[config.mk]
export PLATFORM = sky130hd
export DESIGN_NAME = seq_pattern_tx
export DESIGN_NICKNAME = d
export VERILOG_FILES = /design/src/rtl/seq_pattern_pkg.sv /design/src/rtl/seq_pattern_shreg.sv /design/src/rtl/seq_pattern_tx.sv
export SDC_FILE = /design/constraint.sdc
export NUM_CORES = 1
export LEC_CHECK = 0
export ABC_AREA = 0
export BUFFER_PORTS_ARGS = -buffer_cell sky130_fd_sc_hd__buf_2
export CAP_MARGIN = 20
export CORE_MARGIN = 2
export CORE_UTILIZATION = 55
export DETAILED_ROUTE_END_ITERATION = 16
export GPL_ROUTABILITY_DRIVEN = 0
export PLACE_DENSITY = 0.78
export RECOVER_POWER = 50
export SLEW_MARGIN = 20
export SYNTH_ARGS = -nofsm -noshare
export SYNTH_HDL_FRONTEND = slang
export SYNTH_SLANG_ARGS = --single-unit
[constraint.sdc]
create_clock -name clk -period 4 [get_ports clk]
set_clock_uncertainty 0.2 [all_clocks]
set_input_delay 0.2 -clock clk [delete_from_list [all_inputs] [get_ports clk]]
set_output_delay 0.2 -clock clk [all_outputs]
set_load 0.005 [all_outputs]
[src/rtl/seq_pattern_pkg.sv]
// Shared types and constants for the serial pattern transmitter.
package seq_pattern_pkg;

  typedef enum logic [1:0] {
    StIdle,
    StShift,
    StGap,
    StDone
  } state_e;

  localparam logic [3:0] PatDefault = 4'b1100;

endpackage

[src/rtl/seq_pattern_shreg.sv]
// Parallel-load, MSB-first shift register; zeros enter at the LSB.
module seq_pattern_shreg #(
  parameter int unsigned W = 4
) (
  input  logic         clk,
  input  logic         rst,
  input  logic         load,
  input  logic         shift,
  input  logic [W-1:0] d,
  output logic         q_msb
);

  logic [W-1:0] q;

  always_ff @(posedge clk) begin
    if (rst) begin
      q <= '0;
    end else if (load) begin
      q <= d;
    end else if (shift) begin
      q <= {q[W-2:0], 1'b0};
    end
  end

  assign q_msb = q[W-1];

endmodule

[src/rtl/seq_pattern_tx.sv]
// Serial pattern transmitter: sends reps+1 copies of a pattern MSB-first, gap idle cycles apart.
module seq_pattern_tx
  import seq_pattern_pkg::*;
#(
  parameter int unsigned      PAT_W       = 4,
  parameter logic [PAT_W-1:0] PAT_DEFAULT = PAT_W'(PatDefault)
) (
  input  logic             clk,
  input  logic             rst,
  input  logic             start,
  input  logic             use_default,
  input  logic [PAT_W-1:0] pattern_in,
  input  logic [3:0]       reps,
  input  logic [2:0]       gap,
  output logic             x,
  output logic             x_valid,
  output logic             busy,
  output logic             done
);

  localparam int unsigned    CntW    = (PAT_W > 1) ? $clog2(PAT_W) : 1;
  localparam logic [CntW-1:0] BitLast = CntW'(PAT_W - 1);

  state_e           state_q;
  logic [PAT_W-1:0] pat_q;
  logic [PAT_W-1:0] load_pat;
  logic [3:0]       copies_q;
  logic [2:0]       gap_q;
  logic [2:0]       gap_cnt_q;
  logic [CntW-1:0]  bit_cnt_q;
  logic             sh_load;
  logic             sh_shift;
  logic             q_msb;

  // Shift-register control: load on acceptance or when the next copy begins.
  always_comb begin
    sh_load  = 1'b0;
    sh_shift = 1'b0;
    load_pat = pat_q;
    unique case (state_q)
      StIdle: begin
        if (start) begin
          sh_load  = 1'b1;
          load_pat = use_default ? PAT_DEFAULT : pattern_in;
        end
      end
      StShift: begin
        if (bit_cnt_q == BitLast && copies_q != 4'd0 && gap_q == 3'd0) begin
          sh_load = 1'b1;
        end else begin
          sh_shift = 1'b1;
        end
      end
      StGap:   sh_load = (gap_cnt_q == 3'd1);
      default: ;
    endcase
  end

  always_ff @(posedge clk) begin
    if (rst) begin
      state_q   <= StIdle;
      pat_q     <= '0;
      copies_q  <= '0;
      gap_q     <= '0;
      gap_cnt_q <= '0;
      bit_cnt_q <= '0;
      x_valid   <= 1'b0;
      busy      <= 1'b0;
      done      <= 1'b0;
    end else begin
      done <= 1'b0;
      unique case (state_q)
        StIdle: begin
          if (start) begin
            state_q   <= StShift;
            pat_q     <= load_pat;
            copies_q  <= reps;
            gap_q     <= gap;
            bit_cnt_q <= '0;
            x_valid   <= 1'b1;
            busy      <= 1'b1;
          end
        end
        StShift: begin
          if (bit_cnt_q == BitLast) begin
            bit_cnt_q <= '0;
            if (copies_q == 4'd0) begin
              state_q <= StDone;
              x_valid <= 1'b0;
              busy    <= 1'b0;
              done    <= 1'b1;
            end else begin
              copies_q <= copies_q - 4'd1;
              if (gap_q != 3'd0) begin
                state_q   <= StGap;
                gap_cnt_q <= gap_q;
                x_valid   <= 1'b0;
              end
            end
          end else begin
            bit_cnt_q <= bit_cnt_q + 1'b1;
          end
        end
        StGap: begin
          gap_cnt_q <= gap_cnt_q - 3'd1;
          if (gap_cnt_q == 3'd1) begin
            state_q <= StShift;
            x_valid <= 1'b1;
          end
        end
        StDone:  state_q <= StIdle;
        default: state_q <= StIdle;
      endcase
    end
  end

  seq_pattern_shreg #(
    .W(PAT_W)
  ) u_shreg (
    .clk  (clk),
    .rst  (rst),
    .load (sh_load),
    .shift(sh_shift),
    .d    (load_pat),
    .q_msb(q_msb)
  );

  assign x = x_valid & q_msb;

endmodule

==> impl_metrics.json, run 1 <==
{
  "setup_ws_ns": 1.67,
  "start_util_pct": 57.6,
  "totalNegativeSetupSlack_ns": 0,
  "htreeDepth": 1,
  "track_usage_pct": 23.0,
  "post-route-period-util_pct": 58.2,
  "routed.top_layer": "met4",
  "cts_hold_buffers": 8,
  "numCtsBuffers": 3,
  "slew_viol_final": 0,
  "synth_fp_nets": 164,
  "cts_sinks": 25,
  "clkLatencyLatePin_ns": 0.33,
  "rsz0062_at_grt": "false",
  "ys_warn_count": 0,
  "fp-row-count": 17,
  "syn2layout_area_growth_pct": 14.9,
  "wl_um": 2630,
  "hold_viol": 0,
  "worstMarginPinSlew_ns": 1.20,
  "port_buffers": 18,
  "hold_class": "input pin to flop",
  "clockPowerShare_pct": 24.9,
  "p_int_w": 0.000352,
  "cp-end-kind": "flop",
  "status": "completed",
  "final_common_cell": "dfxtp_1",
  "antenna_found_initial": 0,
  "slowest_stage": "or3b_1",
  "ys_ff_latch": 25,
  "dp_hpwl_um": 1820,
  "grt_remaining_overflow": 0,
  "cp-start-kind": "flop",
  "die_w_um": 51.9,
  "mostFrequentLayoutCells": "dfxtp_1 (25), buf_2 (17), nand2_1 (13)",
  "postCtsSetupBuffers": 0,
  "swShare_pct": 29.7,
  "wl_per_cell_um": 13.5,
  "post_dp_cell_area_sq_um": 1350,
  "grt_pass1_vias": 1032,
  "finalInstanceArea_sq_um": 1450,
  "ys_types": 40,
  "crit_required_ns": 4.03,
  "drive_gt1_share_pct": 16.8,
  "fmax_ghz": 0.430,
  "via_per_inst": 5.71,
  "drt_iter0_markers": 21,
  "cts_max_path_buffers": 2,
  "worstPathMaxFanout": 13,
  "min_period_ns": 2.33,
  "seqPwrFrac_pct": 55.2,
  "die_y_um": 51.9,
  "crit_top_cell": "nor3_1",
  "cpPeakStageDelay_ns": 0.63,
  "wl_met1_um": 1220,
  "dieArea_sq_um": 2690,
  "arrival_ns": 2.35,
  "critPathKind": "flop to flop",
  "grt_pass1_wl_um": 4550,
  "p_switching_w": 0.000149,
  "root_buffer": "clkbuf_4",
  "vias": 1113,
  "dp_slack_ns": 1.88,
  "yosysSeqAreaShare_pct": 39.6,
  "maxCapViolCount": 0,
  "drtAntennaViolNets": 0,
  "path_clk_slew_ns": 0.15,
  "cts_resized": 0,
  "drc_errors": 0,
  "ios": 19,
  "final_nets": 187,
  "pwr_density_cell_nw_per_um2": 346,
  "syn_area_sq_um": 1260,
  "static-leakage-power_nw": 0.556,
  "grt_max_degree": 26,
  "cts_tree": "yes",
  "wl_met3_um": 79,
  "setup_viol": 0,
  "wl_met2_um": 1310,
  "avgSynthCellArea_sq_um": 8.71,
  "antenna_cells": 0,
  "peakVddDrop_mv": 0.260,
  "dr.pass1.iters": 4,
  "path_cells": "or3b_1, nor3_1, dlygate4sd3_1, nor3_1",
  "netlist_instances": 145,
  "relSlewSlack_pct": 19.9,
  "core_sq_um": 2190,
  "combPwrFrac_pct": 20.0
}
## cell usage after synthesis (all sizes together)
library cell	count	share of area, %
a211o	2	1.4
a211oi	7	4.2
a21o	2	1.2
a21oi	11	4.4
a221oi	1	0.69
a22o	1	1.4
a2bb2oi	1	0.69
a311oi	1	0.69
a31oi	5	3.7
and2	3	1.5
buf	4	2.0
clkbuf	4	1.2
dfxtp	25	40
ha	4	4.0
inv	5	1.5
mux2	1	0.89
mux2i	3	2.4
nand2	13	3.9
nand2b	3	1.5
nand3	6	2.4
nand3b	3	1.8
nand4	1	0.50
nor2	12	3.6
nor2b	3	1.5
nor3	8	3.6
nor3b	4	2.8
nor4bb	1	0.79
o21ai	2	0.79
o22a	1	0.69
o2bb2a	1	0.79
or2	2	0.99
or3	2	0.99
or3b	2	1.6
xnor2	1	0.69
## flip-flops by register name (all words and copies together), names as in the netlist, 2 cells and up
signal / cells
u_shreg.q: 4
pat_q: 4
gap_cnt_q: 3
gap_q: 3
copies_q: 4
state_q: 2
bit_cnt_q: 2
## path summary, 6_finish.rpt
kind	from	end	slack [ns]	depth (start not counted)
max	state_q[0]	pat_q[3]	1.67	4
min	use_default	pat_q[2]	0.01	3
max reg2reg	state_q[0]	pat_q[3]	1.67	4
min reg2reg	x_valid	x_valid	0.29	2
## cells by family after synthesis
group	count (synthesis)	share of synthesized area (%)
AOI/OAI and AO/OA	35	20.5
adders and majority gates	4	3.96
and+or+nand+nor	63	27.3
DFF	25	39.6
buffers and inverters	13	4.66
muxes	4	3.27
xor gates and xnor gates	1	0.694
## metal layers
metal / global-route usage [%] / vias to the layer above
li1: - / 563
met1: 28.4 / 528
met2: 39.7 / 18
met3: 6.03 / 4
met4: 5.26 / 0
met5: 0 / -
## metrics by stage
stage | util [%] | cells | hold slack [ns] | total power (W)
3_5_place_dp | 61.5 | 183 | 0.250 | 0.000377
3_3_place_gp | 61.5 | 183 | 0.239 | 0.000374
6_report | 66.2 | 195 | 0.0141 | 0.000502
2_1_floorplan | - | 145 | 0.136 | 0.000355
4_1_cts | 66.6 | 195 | 0.00981 | 0.000508
5_1_grt | 66.2 | 195 | 0.0226 | 0.000531
## critical path: cells and delay by family (launching register included)
family / cells / cell delay, ns
buffers and inverters: 1 / 0.61
DFF: 1 / 0.41
and+or+nand+nor: 3 / 1.00
## power groups by stage
stage          logic (W)  registers, W  clock network (W)
6_report        0.000100      0.000277           0.000125
4_1_cts         0.000101      0.000277           0.000130
2_1_floorplan  0.0000768      0.000278                  0
3_5_place_dp   0.0000942      0.000282                  0
5_1_grt         0.000113      0.000279           0.000138
3_3_place_gp   0.0000926      0.000282                  0
## final cells by class
| cell class | count | area (sq um) |
|---|---|---|
| Clock buffer | 3 | 22.5 |
| Clock inverter | 1 | 8.76 |
| Fill cell | 192 | 741 |
| Inverter | 5 | 18.8 |
| Multi-Input combinational cell | 107 | 696 |
| Sequential cell | 25 | 500 |
| Tap cell | 28 | 35.0 |
| Timing Repair Buffer | 26 | 169 |
(Power assumes the default switching activity.)
==> run 2, diff against run 1 <==
==> constraint.sdc (replaced) <==
create_clock -name clk -period 2.3 [get_ports clk]
set_clock_uncertainty 0.2 [all_clocks]
set_input_delay 0.115 -clock clk [delete_from_list [all_inputs] [get_ports clk]]
set_output_delay 0.115 -clock clk [all_outputs]
set_load 0.005 [all_outputs]
==> impl_metrics.json, run 2 (synthesis results as in run 1) <==
{
  "final_common_cell": "dfxtp_1",
  "drtAntennaViolNets": 0,
  "root_buffer": "clkbuf_4",
  "htreeDepth": 1,
  "peakVddDrop_mv": 0.489,
  "status": "completed",
  "numCtsBuffers": 3,
  "antenna_found_initial": 0,
  "vias": 1137,
  "wl_per_cell_um": 13.3,
  "min_period_ns": 2.16,
  "total_power_w": 0.000870,
  "cp-start-kind": "flop",
  "hold_viol": 0,
  "cts_sinks": 25,
  "wl_um": 2720,
  "totalNegativeSetupSlack_ns": 0,
  "path_clk_slew_ns": 0.14,
  "setup_viol": 0,
  "rsz0062_at_grt": "false",
  "dp_hpwl_um": 1870,
  "grt_max_degree": 26,
  "mostFrequentLayoutCells": "dfxtp_1 (25), buf_2 (17), dlygate4sd3_1 (14)",
  "cts_max_path_buffers": 2,
  "combPwrFrac_pct": 21.7,
  "p_int_w": 0.000618,
  "die_y_um": 51.9,
  "core_sq_um": 2190,
  "arrival_ns": 2.17,
  "grt_pass1_vias": 1090,
  "track_usage_pct": 23.4,
  "final_nets": 197,
  "via_per_inst": 5.55,
  "p_switching_w": 0.000252,
  "start_util_pct": 57.6,
  "hold_class": "input pin to flop",
  "static-leakage-power_nw": 0.600,
  "post-route-util_pct": 69.9,
  "relSlewSlack_pct": 69.3,
  "cp-end-kind": "flop",
  "dp_slack_ns": 0.175,
  "drt_iter0_markers": 21,
  "antenna_cells": 0,
  "die_w_um": 51.9,
  "grt_remaining_overflow": 0,
  "ios": 19,
  "dr.pass1.iters": 4,
  "pwr_density_cell_nw_per_um2": 568,
  "post-route-period-util_pct": 93.9,
  "cts_tree": "yes",
  "largestRegisters": "copies_q x4, pat_q x4, u_shreg.q x4",
  "clkLatencyLatePin_ns": 0.32,
  "port_buffers": 18,
  "swShare_pct": 28.9,
  "worstPathMaxFanout": 13,
  "critPathKind": "flop to flop",
  "maxCapViolCount": 0,
  "fp-row-count": 17,
  "dieArea_sq_um": 2690,
  "worstMarginPinSlew_ns": 0.461,
  "grt_pass1_wl_um": 4730,
  "syn2layout_area_growth_pct": 21.3,
  "dp.cells": 187,
  "fmax_ghz": 0.463,
  "final_cells": 205,
  "setup_ws_ns": 0.141,
  "seqPwrFrac_pct": 55.4,
  "crit_required_ns": 2.31,
  "clockPowerShare_pct": 22.9,
  "drc_errors": 0,
  "drive_gt1_share_pct": 18.1,
  "slew_viol_final": 0
}
==> run 2: power groups by stage <==
stage	combinational (W)	sequential, W	clock, W
after floorplan	0.000134	0.000484	0
final	0.000188	0.000482	0.000199
after global placement	0.000172	0.000490	0
after global routing	0.000211	0.000486	0.000215
after CTS	0.000194	0.000482	0.000201
after detailed placement	0.000176	0.000491	0
==> run 2: timing repair <==
item,CTS,global route
hold buffers,14,0
setup buffers,0,0
resized for setup,0,0
hold endpoints to repair,11,0
==> run 2: layout make-up <==
| cell class | instances | area, sq um |
|---|---|---|
| clock buffer | 3 | 22.5 |
| clock inverter | 1 | 5.00 |
| fill | 186 | 659 |
| inverter | 5 | 18.8 |
| multi-input combinational | 107 | 694 |
| sequential | 25 | 500 |
| tap | 28 | 35.0 |
| timing repair buffer | 36 | 255 |
==> run 2: final timing paths <==
check                 from       end  slack (ns)  depth (start not counted)
min          pattern_in[1]  pat_q[1]        0.01                          4
max reg2reg     state_q[0]  pat_q[3]        0.14                          4
min reg2reg       pat_q[0]  pat_q[0]        0.28                          2
max             state_q[0]  pat_q[3]        0.14                          4
==> run 2: per-stage QoR <==
step / cell area [sq um] / hold slack, ns
finish: 1530 / 0.0129
global route: 1530 / 0.00903
CTS: 1550 / 0.00162
detailed placement: 1380 / 0.166
global placement: 1380 / 0.155
floorplan: 1260 / 0.0510
==> run 2: per-layer routing <==
metal	share of wire, %	vias up	track usage [%]
li1	-	583	-
met4	1.5	0	7.02
met1	47	522	31.4
met2	48	24	38.6
met3	3.6	8	3.74
met5	0	-	0
==> run 2: critical path, stage by stage (launching register included) <==
cell and delay (ns):
dfxtp_1 0.43, or3b_4 0.52, nor3_1 0.25, dlygate4sd3_1 0.60
nor3_1 0.04
==> run 3, diff against run 2 <==
==> constraint.sdc (replaced) <==
create_clock -name clk -period 2.4 [get_ports clk]
set_clock_uncertainty 0.2 [all_clocks]
set_input_delay 0.12 -clock clk [delete_from_list [all_inputs] [get_ports clk]]
set_output_delay 0.12 -clock clk [all_outputs]
set_load 0.005 [all_outputs]
==> impl_metrics.json, run 3 (synthesis results as in run 1) <==
{
  "status": "completed",
  "cts_hold_buffers": 13,
  "pwr_density_cell_nw_per_um2": 544,
  "crit_required_ns": 2.40,
  "path_clk_slew_ns": 0.13,
  "cp-start-kind": "flop",
  "antenna_cells": 0,
  "total_power_w": 0.000829,
  "cts_max_path_buffers": 2,
  "cts_resized": 0,
  "drive_gt1_share_pct": 18.3,
  "die_w_um": 51.9,
  "antenna_found_initial": 0,
  "fp-row-count": 17,
  "syn2layout_area_growth_pct": 20.8,
  "drtAntennaViolNets": 0,
  "grt_remaining_overflow": 0,
  "clkLatencyLatePin_ns": 0.31,
  "relSlewSlack_pct": 60.9,
  "dieArea_sq_um": 2690,
  "core_sq_um": 2190,
  "via_per_inst": 5.56,
  "final_common_cell": "dfxtp_1",
  "mostFrequentLayoutCells": "dfxtp_1 (25), buf_2 (17), nand2_1 (13), dlygate4sd3_1 (13), nor2_1 (12)",
  "cts_sinks": 25,
  "peakVddDrop_mv": 0.414,
  "slew_viol_final": 0,
  "track_usage_pct": 23.3,
  "drc_errors": 0,
  "cp-end-kind": "flop",
  "dr.pass1.iters": 7,
  "vias": 1129,
  "min_period_ns": 2.20,
  "setup_viol": 0,
  "grt_pass1_vias": 1079,
  "cts_tree": "yes",
  "worstPathMaxFanout": 13,
  "grt_max_degree": 26,
  "fmax_ghz": 0.455,
  "critPathKind": "flop to flop",
  "largestRegisters": "copies_q x4, pat_q x4, u_shreg.q x4",
  "htreeDepth": 1,
  "hold_viol": 0,
  "drt_iter0_markers": 20,
  "grt_pass1_wl_um": 4660,
  "postCtsSetupBuffers": 0,
  "rsz0062_at_grt": "false",
  "worstMarginPinSlew_ns": 0.585,
  "die_y_um": 51.9,
  "dp_hpwl_um": 1820,
  "arrival_ns": 2.20,
  "wl_um": 2660,
  "root_buffer": "clkbuf_4",
  "wl_per_cell_um": 13.1,
  "ios": 19,
  "hold_class": "input pin to flop",
  "final_cells": 203,
  "start_util_pct": 57.6,
  "numCtsBuffers": 3,
  "totalNegativeSetupSlack_ns": 0,
  "dp.cells": 186,
  "port_buffers": 18,
  "post-route-period-util_pct": 91.6,
  "maxCapViolCount": 0,
  "final_nets": 195,
  "static-leakage-power_nw": 0.592
}
==> run 3: where the power goes <==
group | switching [W] | internal [W]
sequential | 0.0000207 | 0.000441
combinational | 0.0000915 | 0.0000907
clock | 0.000120 | 0.0000649
total | 0.000232 | 0.000597
==> run 3: path summary, 6_finish.rpt <==
path              cells past startpoint  slack [ns]      endpoint    startpoint
setup / recovery                      4        0.20      pat_q[2]    state_q[0]
hold / removal                        4        0.01   copies_q[2]       reps[2]
setup reg to reg                      4        0.20      pat_q[2]    state_q[0]
hold reg to reg                       2        0.28  gap_cnt_q[1]  gap_cnt_q[1]
==> run 3: metrics by stage <==
stage	utilization (%)	worst slack, ns	instance area (sq um)	hold slack, ns
3_5_place_dp	62.5	0.275	1370	0.171
6_report	69.6	0.202	1530	0.0144
3_3_place_gp	62.5	0.326	1370	0.159
5_1_grt	69.6	0.128	1530	0.0371
4_1_cts	69.7	0.226	1530	0.0144
2_1_floorplan	-	0.397	1260	0.0560
==> run 3: cell type report <==
cell class,count,area (sq um)
multi-input combinational,107,703
fill,181,666
sequential,25,500
timing repair buffer,34,241
tap,28,35.0
clock buffer,4,26.3
inverter,5,18.8
==> run 3: layer usage <==
metal	global-route usage [%]	up-vias	part of all wire (%)
li1	-	580	-
met1	29.6	511	49
met2	37.8	32	45
met3	3.74	6	3.7
met4	11.8	0	2.0
met5	0	-	0
==> run 3: worst max-delay path, stage by stage (launching register included) <==
cell,delay [ns]
dfxtp_1,0.42
or3b_4,0.52
nor3_1,0.27
dlygate4sd3_1,0.62
nor3_1,0.05
